`config.mk`:
```
export PLATFORM = sky130hd
export DESIGN_NAME = opsel_issue_ctrl
export DESIGN_NICKNAME = d
export VERILOG_FILES = /design/src/rtl/opsel_issue_ctrl.sv
export SDC_FILE = /design/constraint.sdc
export NUM_CORES = 1
export LEC_CHECK = 0
export BUFFER_PORTS_ARGS = -buffer_cell sky130_fd_sc_hd__clkbuf_2
export CORE_ASPECT_RATIO = 1.1
export CORE_MARGIN = 3
export CORE_UTILIZATION = 53
export DETAILED_ROUTE_END_ITERATION = 6
export GPL_ROUTABILITY_DRIVEN = 1
export PLACE_DENSITY_LB_ADDON = 0.2
export REMOVE_ABC_BUFFERS = 1
export SYNTH_ARGS = -nofsm -noshare
export SYNTH_HDL_FRONTEND = slang
export SYNTH_SLANG_ARGS = --single-unit
```
`constraint.sdc`:
```
create_clock -name clk_i -period 3.6 [get_ports clk_i]
set_input_delay 0.72 -clock clk_i [delete_from_list [all_inputs] [get_ports clk_i]]
set_output_delay 0.72 -clock clk_i [all_outputs]
set_load 0.01 [all_outputs]
```
`src/rtl/opsel_issue_ctrl.sv`:
```
// Issue-stage controller: per-register writeback scoreboard, hazard stall, and
// registered RF read addresses plus OPSEL control codes for the operand select stage.
module opsel_issue_ctrl #(
    parameter int unsigned NREG   = 32,
    parameter int unsigned AW     = 5,
    parameter int unsigned CTRL_W = 4,
    parameter int unsigned SCNT_W = 16
) (
    input  logic              clk_i,
    input  logic              rst_n_i,
    input  logic              issue_valid_i,
    output logic              issue_ready_o,
    input  logic [AW-1:0]     src_a_i,
    input  logic [AW-1:0]     src_b_i,
    input  logic              use_a_i,
    input  logic              use_b_i,
    input  logic              use_imm_i,
    input  logic              swap_i,
    input  logic [AW-1:0]     dst_i,
    input  logic              dst_we_i,
    input  logic [1:0]        dst_lat_i,
    input  logic              flush_i,
    output logic [AW-1:0]     rf_addr_a_o,
    output logic [AW-1:0]     rf_addr_b_o,
    output logic [CTRL_W-1:0] opsel_ctrl_o,
    output logic              opsel_valid_o,
    output logic [SCNT_W-1:0] stall_cnt_o
);

    localparam logic [1:0] OPA_PORT_A = 2'd0;
    localparam logic [1:0] OPA_PORT_B = 2'd1;
    localparam logic [1:0] OPB_PORT_B = 2'd0;
    localparam logic [1:0] OPB_PORT_A = 2'd1;
    localparam logic [1:0] OPB_IMM    = 2'd2;

    logic [NREG-1:0][1:0] pend_q, pend_d;
    logic [AW-1:0]        addr_a_q, addr_b_q;
    logic [CTRL_W-1:0]    ctrl_q, ctrl_d;
    logic                 valid_q;
    logic [SCNT_W-1:0]    stall_q;

    logic                 hazard_c;
    logic                 ready_c;
    logic                 accept_c;
    logic                 stall_c;
    logic [1:0]           lat_eff_c;
    logic [1:0]           opa_c, opb_c;

    // Hazard check against the current (pre-decrement) scoreboard values.
    always_comb begin
        hazard_c = 1'b0;
        if (use_a_i && (pend_q[src_a_i] != 2'd0)) hazard_c = 1'b1;
        if (use_b_i && !use_imm_i && (pend_q[src_b_i] != 2'd0)) hazard_c = 1'b1;
        if (dst_we_i && (pend_q[dst_i] != 2'd0)) hazard_c = 1'b1;
    end

    assign ready_c       = !hazard_c && !flush_i;
    assign accept_c      = issue_valid_i && ready_c;
    assign stall_c       = issue_valid_i && !ready_c && !flush_i;
    assign issue_ready_o = ready_c;

    // A zero latency is illegal; treat it as a single-cycle writeback.
    assign lat_eff_c = (dst_lat_i == 2'd0) ? 2'd1 : dst_lat_i;

    // Scoreboard next state: drain every counter, a new write load wins.
    always_comb begin
        pend_d = '0;
        for (int unsigned r = 0; r < NREG; r++) begin
            if (pend_q[r] != 2'd0) pend_d[r] = pend_q[r] - 2'd1;
        end
        if (accept_c && dst_we_i) pend_d[dst_i] = lat_eff_c;
    end

    always_comb begin
        opa_c  = swap_i ? OPA_PORT_B : OPA_PORT_A;
        opb_c  = use_imm_i ? OPB_IMM : (swap_i ? OPB_PORT_A : OPB_PORT_B);
        ctrl_d = accept_c ? CTRL_W'({opb_c, opa_c}) : '0;
    end

    always_ff @(posedge clk_i or negedge rst_n_i) begin
        if (!rst_n_i) begin
            pend_q   <= '0;
            addr_a_q <= '0;
            addr_b_q <= '0;
            ctrl_q   <= '0;
            valid_q  <= 1'b0;
            stall_q  <= '0;
        end else begin
            pend_q  <= pend_d;
            ctrl_q  <= ctrl_d;
            valid_q <= accept_c;
            if (accept_c) begin
                addr_a_q <= src_a_i;
                addr_b_q <= src_b_i;
            end
            if (stall_c && (stall_q != '1)) stall_q <= stall_q + SCNT_W'(1);
        end
    end

    assign rf_addr_a_o   = addr_a_q;
    assign rf_addr_b_o   = addr_b_q;
    assign opsel_ctrl_o  = ctrl_q;
    assign opsel_valid_o = valid_q;
    assign stall_cnt_o   = stall_q;

    // Simulation-only guard: a writer must not present a zero latency.
    a_lat_legal: assert property (@(posedge clk_i) disable iff (!rst_n_i)
        !(issue_valid_i && dst_we_i && (dst_lat_i == 2'd0)))
        else $fatal(1, "opsel_issue_ctrl: dst_lat_i=0 with dst_we_i=1");

endmodule

```
Yosys cells after proc, flatten, opt, wreduce, memory -nomap -nowiden
Cells that the tools add are included.
{ "word_totals": {"register_bits": 95, "output_inout_bits": 32} }
{ "op_classes": {"mux": 49, "magnitude_cmp": 4, "eq_ne": 1, "add_sub_neg": 33, "reduce_logical": 51} }
{ "op_table": {"columns": ["operator", "n"], "rows": [
  ["two-way mux 2 bit", 38],
  ["nonzero test 2 bit", 35],
  ["bitwise mux 64 bit", 1],
  ["two-way mux 64 bit", 1],
  ["subtractor 2 x 1 -> 2 bit, second input constant", 32],
  ["binary-select mux 2 bit (select 5 bit)", 3],
  ["less-than comparator 5 x 6 -> 1 bit, second input constant", 3],
  ["adder 16 x 1 -> 16 bit, second input constant", 1],
  ["inequality test 16 bit, second input constant", 1],
  ["logical AND 1 bit", 11],
  ["demux 2 bit (select 5 bit)", 1],
  ["greater-or-equal comparator 5 x 1 -> 1 bit, second input constant", 1],
  ["zero test 1 bit", 4],
  ["two-way mux 1 bit", 4],
  ["two-way mux 4 bit", 1],
  ["zero test 2 bit", 1]
]} }

Depth between registers and ports, before layout
{ "depth": {"depth_word": 13, "ltp_mapped": 11, "mapped_depth_nobuf": 8} }

Worst setup path after synthesis
No wires, ideal clock.
{ "synth_timing": {"path_kind": "input port to output port", "start": "input src_b_i[3]", "end": "output issue_ready_o", "t_arrival_ns": 2.796, "n_path_buf": 2, "stages": 8, "t_required_ns": 2.880, "path_slack_ns": 0.084, "path_cell_list": "buf_2 mux4_2 mux4_2 or4b_1 o211ai_2 or2_2 buf_6 nor2_1"} }
{ "synth_between": {"elab_chain_len": 8} }
{ "synth_rtl": {"columns": ["item", "line", "text"], "rows": [
  ["start: declaration", "14", "input logic [AW-1:0] src_b_i,"],
  ["binary-select mux 2 bit (select 5 bit)", "53", "if (use_b_i && !use_imm_i && (pend_q[src_b_i] != 2'd0)) hazard_c = 1'b1;"],
  ["two-way mux 2 bit (not written as such)", "53", null],
  ["nonzero test 2 bit", "53", null],
  ["logical AND 1 bit", "53", null],
  ["two-way mux 1 bit", "53", null],
  ["two-way mux 1 bit", "54", "if (dst_we_i && (pend_q[dst_i] != 2'd0)) hazard_c = 1'b1;"],
  ["zero test 1 bit", "57", "assign ready_c = !hazard_c && !flush_i;"],
  ["logical AND 1 bit", "57", null],
  ["end: declaration", "12", "output logic issue_ready_o,"]
]} }
No other way between the ends. The select of a mux whose other input is x is not followed.

Worst setup path in the final report
Ends and elaborated chain as after synthesis.

==> Flow_metrics.wiki <==
{| class="wikitable"
! Metric !! Value
|-
| Outcome || finished clean
|-
| Top achievable clock speed || 284 MHz
|-
| Worst r2r dst || rf_addr_b_o[2]
|-
| Die height || 105 um
|-
| CP Launch Type || primary input
|-
| Detailed-route wire length per cell || 18.5 um
|-
| Number of remaining DRC errors || 0
|-
| Reported max-cap violation count || 0
|-
| Worst hold slack || 0.205 ns
|-
| Vias in the first global route || 3,823
|-
| Placed cell count || 622
|-
| Setup violations, final || 0
|-
| Average size of a mapped cell || 10.3 sq um
|-
| Worst clock skew on the final layout || 0.0105 ns
|-
| Final Slew Violations || 0
|-
| Average via count per standard cell || 6.02
|-
| Clock period minus worst slack || 3.52 ns
|-
| DRT Pass-1 Iters || 5
|-
| Largest area contributor in the netlist || sky130_fd_sc_hd__dfrtp_1
|-
| Worst R2R Start || pend_q[21]
|-
| Critical Path RT || 2.88 ns
|-
| Post-synthesis cell type count || 46
|-
| Max H-tree Level || 3
|-
| Clock tree sinks || 94
|-
| Gr ovfl total || 0
|-
| Root cell of the clock tree || sky130_fd_sc_hd__clkbuf_8
|-
| Final cell count without fillers || 637
|-
| Ports || 58
|-
| Synthesized cell area || 4770 sq um
|-
| Number of DRC violations after detailed-routing iteration 0 || 274
|-
| Accumulated negative setup slack || 0 ns
|-
| Growth of design area from synthesis to finish || 13.9%
|-
| Hold Fails Final Rpt || 0
|-
| Seq/Total Area, Yosys || 0.494
|-
| Area of the die || 10,200 sq um
|-
| Post-route fraction of the period consumed by the critical path || 0.977
|-
| Maximum number of pins on one net before global-route repair || 45
|-
| Fraction of final layout cells with drive strength greater than 1 || 0.234
|-
| Final Wtd Congestion || 0.953
|-
| Global router's overall resource usage || 0.253
|-
| Reg2Reg Setup Slack || 0.51 ns
|-
| Maximum buffer depth of the clock tree || 2
|-
| Largest cells by area after synthesis || sky130_fd_sc_hd__dfrtp_1 (49%), sky130_fd_sc_hd__mux4_2 (11%), sky130_fd_sc_hd__nand2_1 (4.9%)
|-
| TritonCTS clock tree || built
|-
| Area of the multi-input gates || 2170 sq um
|-
| FF+latch count, synth || 94
|-
| Worst path arrival time || 2.80 ns
|-
| Sum of net half-perimeters after detailed placement || 8.84 mm
|-
| Top flip-flop cell by instance count after synthesis || sky130_fd_sc_hd__dfrtp_1
|-
| Seq. cell area || 2350 sq um
|-
| Least-Margin Pin Slew || 0.602 ns
|-
| Power per standard cell area || 396 nW/um^2
|-
| Antenna violation net count after detailed routing || 0
|-
| Net count, final || 549
|-
| Total power of the final layout || 2150 uW
|-
| Number of enable flip-flop cells after synthesis || 0
|-
| Area share of the largest cell type after synthesis || 0.494
|-
| Detailed-route via count || 3,835
|-
| Clock latency on the worst-skew pair || 0.36 ns
|-
| Clock transition at path regs || 0.09 ns
|-
| Slew headroom || 0.598
|-
| Share of synthesized registers carrying an async set or reset || 1.00
|-
| Core Footprint || 8580 sq um
|-
| Yosys Warn Count || 0
|-
| Setup repair after global routing missed its margin || no
|-
| Number of cell instances on the worst register-to-register path || 9
|-
| Port Buffers || 56
|-
| Initial antenna violation count || 0
|-
| Setup Crit Path Kind || in -> out
|-
| Tightest Hold Check Type || in -> async
|-
| Element type at the critical path end || output port
|-
| Leakage power summed over all cells || 0.00229 uW
|-
| Maximum fanout along the worst path || 5
|-
| Initial cell density of the core || 0.555
|-
| Filler Cell Count || 732
|-
| First-pass GRT wire length || 19.6 mm
|-
| Die X || 96.4 um
|-
| TritonCTS Buffers || 9
|-
| Count of antenna diodes in the layout || 0
|-
| Total length of routed wires || 11.8 mm
|-
| Post-synthesis instance total || 464
|-
| IR drop worst, VDD || 0.000260 V
|-
| Count of standard-cell rows || 35
|}
==> power by group <==
part	switching [uW]	total, uW	leakage (uW)	internal (uW)
clock network	350	737	0.0000994	387
logic	158	273	0.000908	115
registers	39.0	1140	0.00128	1100
total	547	2150	0.00229	1600
==> registers in the layout, summed over array words and instances, names as in the netlist <==
name           flops
pend_q            64
stall_cnt_o       16
rf_addr_a_o        5
rf_addr_b_o        5
opsel_ctrl_o       3
opsel_valid_o      1
==> kinds of logic after synthesis <==
| group | after synthesis | share of synthesized area |
|---|---|---|
| simple gates | 176 | 0.174 |
| flops | 94 | 0.494 |
| compound gates | 79 | 0.105 |
| buf+inv | 60 | 0.0528 |
| mux | 40 | 0.148 |
| xor+xnor | 13 | 0.0239 |
| fa+ha+maj | 1 | 0.00262 |
| other cells | 1 | 0.000787 |
==> synthesized netlist by cell type, types with 2 or more instances <==
library cell                n
sky130_fd_sc_hd__dfrtp_1   94
sky130_fd_sc_hd__nand2_1   62
sky130_fd_sc_hd__inv_1     37
sky130_fd_sc_hd__nor2_1    36
sky130_fd_sc_hd__o21ai_0   31
sky130_fd_sc_hd__o22ai_1   27
sky130_fd_sc_hd__mux4_2    23
sky130_fd_sc_hd__nand3_1   17
sky130_fd_sc_hd__clkbuf_1  11
sky130_fd_sc_hd__mux2_2    11
sky130_fd_sc_hd__nand4_1   11
sky130_fd_sc_hd__nor3_1    11
sky130_fd_sc_hd__xnor2_1   11
sky130_fd_sc_hd__or3_1     10
sky130_fd_sc_hd__buf_2      9
sky130_fd_sc_hd__and3_1     8
sky130_fd_sc_hd__o32ai_1    7
sky130_fd_sc_hd__nor2b_1    6
sky130_fd_sc_hd__nand2b_1   5
sky130_fd_sc_hd__mux2_1     3
sky130_fd_sc_hd__mux2i_1    3
sky130_fd_sc_hd__a211oi_1   2
sky130_fd_sc_hd__a21oi_1    2
sky130_fd_sc_hd__and2_1     2
sky130_fd_sc_hd__buf_4      2
sky130_fd_sc_hd__or2_2      2
sky130_fd_sc_hd__xor2_1     2
==> area by class of cell <==
cell class              instances  area share
well taps                     111      0.0256
clock buffers                  11      0.0242
clock inverters                 4      0.0134
repair buffers                 70      0.0788
multi-input cells             310       0.399
flip-flops and latches         94       0.433
inverters                      37      0.0256
==> worst max-delay path by stage <==
stage,start,to,slack (ns)
floorplan,src_b_i[3],issue_ready_o,0.32
detailed placement,src_b_i[3],issue_ready_o,0.009
CTS,src_b_i[3],issue_ready_o,0.004
finish,src_b_i[3],issue_ready_o,0.08
global placement,src_b_i[3],issue_ready_o,0.03
global route,src_b_i[3],issue_ready_o,0.02
==> placed cells by master (no fill, tap or decap), types with 3 or more instances in the layout <==
cell type,count
sky130_fd_sc_hd__and3_1,8
sky130_fd_sc_hd__buf_12,3
sky130_fd_sc_hd__buf_4,13
sky130_fd_sc_hd__clkbuf_2,54
sky130_fd_sc_hd__clkbuf_8,9
sky130_fd_sc_hd__dfrtp_1,94
sky130_fd_sc_hd__inv_1,37
sky130_fd_sc_hd__mux2_1,3
sky130_fd_sc_hd__mux2_2,11
sky130_fd_sc_hd__mux2i_1,3
sky130_fd_sc_hd__mux4_2,23
sky130_fd_sc_hd__nand2_1,62
sky130_fd_sc_hd__nand2b_1,5
sky130_fd_sc_hd__nand3_1,17
sky130_fd_sc_hd__nand4_1,11
sky130_fd_sc_hd__nor2_1,36
sky130_fd_sc_hd__nor2b_1,6
sky130_fd_sc_hd__nor3_1,11
sky130_fd_sc_hd__o21ai_0,31
sky130_fd_sc_hd__o22ai_1,27
sky130_fd_sc_hd__o32ai_1,7
sky130_fd_sc_hd__or3_1,10
sky130_fd_sc_hd__xnor2_1,11
==> stage by stage <==
| step | instance area [sq um] | utilization | worst slack, ns |
|---|---|---|---|
| floorplan | 4650 | - | 0.320 |
| global placement | 5220 | 0.608 | 0.0331 |
| detailed placement | 5220 | 0.608 | 0.00888 |
| CTS | 5420 | 0.632 | 0.00449 |
| global route | 5430 | 0.633 | 0.0243 |
| finish | 5430 | 0.633 | 0.0812 |
==> critical path, stage by stage <==
cell and delay [ns]:
sky130_fd_sc_hd__buf_4 0.14, sky130_fd_sc_hd__mux4_2 0.51, sky130_fd_sc_hd__mux4_2 0.50, sky130_fd_sc_hd__or4b_4 0.50, sky130_fd_sc_hd__o211ai_2 0.11, sky130_fd_sc_hd__or2_4 0.17, sky130_fd_sc_hd__nor2_1 0.04, sky130_fd_sc_hd__clkbuf_2 0.12
==> metal layers <==
metal | track usage | up-vias | routed length [um]
met5 | 0 | - | 0
met4 | 0.0942 | 0 | 308
met3 | 0.0564 | 23 | 760
met2 | 0.384 | 145 | 5530
met1 | 0.355 | 1899 | 5160
li1 | - | 1768 | -
==> repair_timing <==
action                     CTS  global route
hold buffers                 0             0
setup endpoints to repair    0             1
resized for setup            0             5
buffers inserted             0             0
No activity file was read; power rests on OpenSTA's default activity.
